===== src/rtl/uni_reg4.sv =====
// rtl/uni_reg4.sv - universal register: load, shift, rotate, count, clear
// Single-edge latency; qbar is always the complement of q.
module uni_reg4 #(
  parameter int WIDTH = 4
) (
  input  logic             clk,
  input  logic             rst,
  input  logic             en,
  input  logic [2:0]       mode,
  input  logic [WIDTH-1:0] d,
  input  logic             sin,
  output logic [WIDTH-1:0] q,
  output logic [WIDTH-1:0] qbar,
  output logic             sout,
  output logic             tc,
  output logic             ovf
);

  localparam logic [2:0] M_HOLD  = 3'b000;
  localparam logic [2:0] M_LOAD  = 3'b001;
  localparam logic [2:0] M_SHL   = 3'b010;
  localparam logic [2:0] M_SHR   = 3'b011;
  localparam logic [2:0] M_UP    = 3'b100;
  localparam logic [2:0] M_DOWN  = 3'b101;
  localparam logic [2:0] M_ROTL  = 3'b110;
  localparam logic [2:0] M_CLR   = 3'b111;

  localparam logic [WIDTH-1:0] ZERO = '0;
  localparam logic [WIDTH-1:0] ONE  = {{(WIDTH-1){1'b0}}, 1'b1};
  localparam logic [WIDTH-1:0] ONES = '1;

  logic [WIDTH-1:0] q_next;
  logic             sout_next;
  logic             ovf_next;
  logic             at_max;
  logic             at_min;

  assign at_max = (q == ONES);
  assign at_min = (q == ZERO);

  always_comb begin
    q_next    = q;
    sout_next = sout;
    ovf_next  = ovf;
    if (en) begin
      unique case (mode)
        M_HOLD: ;
        M_LOAD: begin
          q_next    = d;
          sout_next = 1'b0;
          ovf_next  = 1'b0;
        end
        M_SHL: begin
          q_next    = {q[WIDTH-2:0], sin};
          sout_next = q[WIDTH-1];
        end
        M_SHR: begin
          q_next    = {sin, q[WIDTH-1:1]};
          sout_next = q[0];
        end
        M_UP: begin
          q_next = q + ONE;
          if (at_max) ovf_next = 1'b1;
        end
        M_DOWN: begin
          q_next = q - ONE;
          if (at_min) ovf_next = 1'b1;
        end
        M_ROTL: begin
          q_next    = {q[WIDTH-2:0], q[WIDTH-1]};
          sout_next = q[WIDTH-1];
        end
        M_CLR: begin
          q_next    = ZERO;
          sout_next = 1'b0;
          ovf_next  = 1'b0;
        end
        default: ;
      endcase
    end
  end

  always_ff @(posedge clk or posedge rst) begin
    if (rst) begin
      q    <= ZERO;
      sout <= 1'b0;
      ovf  <= 1'b0;
    end else begin
      q    <= q_next;
      sout <= sout_next;
      ovf  <= ovf_next;
    end
  end

  // Derived from q rather than stored, so it can never disagree with q.
  assign qbar = ~q;

  assign tc = !rst && en &&
              (((mode == M_UP) && at_max) || ((mode == M_DOWN) && at_min));

endmodule

===== config.mk =====
export PLATFORM = sky130hd
export DESIGN_NAME = uni_reg4
export DESIGN_NICKNAME = d
export VERILOG_FILES = /design/src/rtl/uni_reg4.sv
export SDC_FILE = /design/constraint.sdc
export NUM_CORES = 1
export LEC_CHECK = 0
export BUFFER_PORTS_ARGS = -buffer_cell sky130_fd_sc_hd__buf_2
export CELL_PAD_IN_SITES_DETAIL_PLACEMENT = 0
export CELL_PAD_IN_SITES_GLOBAL_PLACEMENT = 1
export CORE_UTILIZATION = 40
export CTS_BUF_LIST = sky130_fd_sc_hd__clkbuf_2 sky130_fd_sc_hd__clkbuf_4 sky130_fd_sc_hd__clkbuf_8
export DETAILED_ROUTE_END_ITERATION = 10
export PLACE_DENSITY = 0.91
export RECOVER_POWER = 50
export SKIP_CTS_REPAIR_TIMING = 1
export SLEW_MARGIN = 20
export SYNTH_ARGS = -nofsm -noshare
export SYNTH_HDL_FRONTEND = slang
export SYNTH_SLANG_ARGS = --single-unit

===== constraint.sdc =====
create_clock -name clk -period 4.45 [get_ports clk]
set_input_delay 0.2225 -clock clk [delete_from_list [all_inputs] [get_ports clk]]
set_output_delay 0.2225 -clock clk [all_outputs]
set_load 0.02 [all_outputs]

==> run metrics <==
Max Cap Violations=0; port buffer count=21; Slew Limit Headroom=between 60% and 70%; Setup WS post-layout=2470 ps; GP Congestion=0.746; Post-synth ARST share=100%; Multi-input gate area=approximately 420 µm²; final hold violations=0; largest net degree at the start of global routing=19; FF+latch area=150 µm²; number of synthesized flops with an enable pin=0; final setup TNS=0 ps; layout cells sized above 1=between 20% and 30%; sequential area share after synthesis=between 20% and 30%; top post-synthesis cells by area=dfrtp_1, clkbuf_8, mux2i_1, nand2_1, inv_1; leakage=roughly 0.36 nW; HP Class=in2reg; Synth top cells by count=nand2_1, inv_1, dfrtp_1, clkbuf_8, nor2_1; DR pass1 iterations=4; xor and xnor area share after synthesis=under 10%; DR DRC count=0; worst endpoint data arrival time=around 1800 ps; Starting Density=44.1%; simple-gate share of the synthesized area=21.1%; gr ovfl total=0; clock-pin slew on the worst setup and hold paths=50 ps; dpl ws=around 2600 ps; Layout area overhead=8.73%; initial antenna violation count=0; DPL Wire Length=1130 µm; Max Fclk=a little over 0.5 GHz; final setup fails=0; Nets=110; Detail Route Antenna Nets=0; Seq cells post-synth=6; Core ar.=1560 µm²; syn nets=91; status=completed; Critical Path Source Type=flop; worst-path fanout max=8; Synth Flop Type=dfrtp_1; Synth top area share=between 20% and 30%; die area=1890 µm²; clock insertion delay at the later pin of the skew report=between 200 and 300 ps; CTS max path bufs=2; all-layer global routing usage=18.9%; clock skew=about 7.4 ps; H-tree depth=1; fill count=approximately 160; Synth Area in Compound Gates=between 20 and 30%; Post-Synth Adder-Cell Area=under 10%; measured slew at the worst slew-check pin=between 500 and 600 ps; Num CTS Buffers=3; warning count from the yosys run=0; DR iter-0 viols=21; Crit Path Class=reg2out; Die Wd=~43 µm; WL final=around 1600 µm; VDD IR max=~0.16 mV; vias in the first global route=~570; final slew viol count=0; Synth area leader=dfrtp_1; Final Cycle Share=44.5%; Placed Cells=roughly 110; PwrDens=around 350 nW/µm²; CP required=4230 ps; most numerous cell in the Yosys netlist=nand2_1; non-filler cells in the finished layout=112; synth unique cells=39; unrepaired setup endpoints after global routing=no; crit path time final=about 2000 ps; global-route wire length before repair=around 2600 µm; synthesized instance count=just under 80; CTS sink count=6; antenna fix cells=0; Mapped Area=approximately 700 µm²; CTS tree=yes; crit path capture type=output port; via total after detailed routing=between 600 and 700; Top Ports=22; wire per inst=roughly 14 µm; RR Startpoint=q[1]; Vias/cell=between 5 and 6; root buf cell=clkbuf_4; Setup crit start=q[2]; largest family of logic cells by synthesized area=compound AO/OA/AOI/OAI gates; Avg Inst Size Synth=~8.7 µm²; critical hold path startpoint=d[0]; # rows=14; post-synthesis mux area share=around 6%; Die Y-Extent=43.5 µm
==> cells in the final DEF, fill, tap and decap left out, types with 3 or more instances in the layout <==
cell type,count
dfrtp_1,6
inv_1,7
mux2i_1,3
nor2b_1,3
buf_2,17
a21oi_1,3
nand2_1,8
nor2_1,4
clkbuf_4,3
clkbuf_1,4
==> sequential cells by signal (all words and copies together), names as in the netlist <==
signal,flops
q,4
sout,1
ovf,1
==> per-stage QoR <==
step	cell area [µm²]	power [mW]	hold slack, ps	utilization (%)
final	748	0.259	313	48.0
after global routing	748	0.279	357	48.0
after detailed placement	721	0.208	173	46.2
after floorplan	688	0.180	18.8	-
after global placement	721	0.206	167	46.2
after CTS	743	0.262	-102	47.7
==> cells by family after synthesis <==
| family | count (synthesis) |
|---|---|
| compound gates | 26 |
| xor+xnor | 2 |
| fa+ha+maj | 1 |
| buf+inv | 15 |
| flops | 6 |
| mux | 4 |
| simple gates | 25 |
==> final cells by class <==
| class | count | share of cell area [%] |
|---|---|---|
| Clock buffer | 3 | 3.01 |
| Inverter | 7 | 3.51 |
| Multi-Input combinational cell | 58 | 56.0 |
| Sequential cell | 6 | 20.1 |
| Tap cell | 16 | 2.68 |
| Timing Repair Buffer | 22 | 14.7 |
==> layer usage <==
metal  vias up  global-route usage (%)  routed length [µm]
met1       314                    25.0                 777
li1        324                       -                   -
met2        26                    28.2                 683
met4         0                    11.3                  31
met3         3                    4.17                  80
met5         -                       0                   0
==> where the power goes <==
group	switching, mW	leakage [nW]	internal [mW]
sequential	0.0220	0.0748	0.0653
clock	0.0222	0.0138	0.0307
combinational	0.0698	0.274	0.0487
total	0.114	0.362	0.145
==> worst max-delay path, cell delays in order, from the launching register on <==
cell	delay, ps
dfrtp_1	460
or4_4	580
o22ai_1	140
and3_1	160
buf_2	150
==> worst paths after layout <==
check	depth (start not counted)	end	slack, ps
worst min register to register	1	sout	490
max in group asynchronous	3	ovf	3790
min in group asynchronous	3	q[1]	440
worst min-delay path	3	q[0]	310
worst max register to register	4	q[1]	2800
worst max-delay path	4	tc	2470
(Power assumes the default switching activity.)
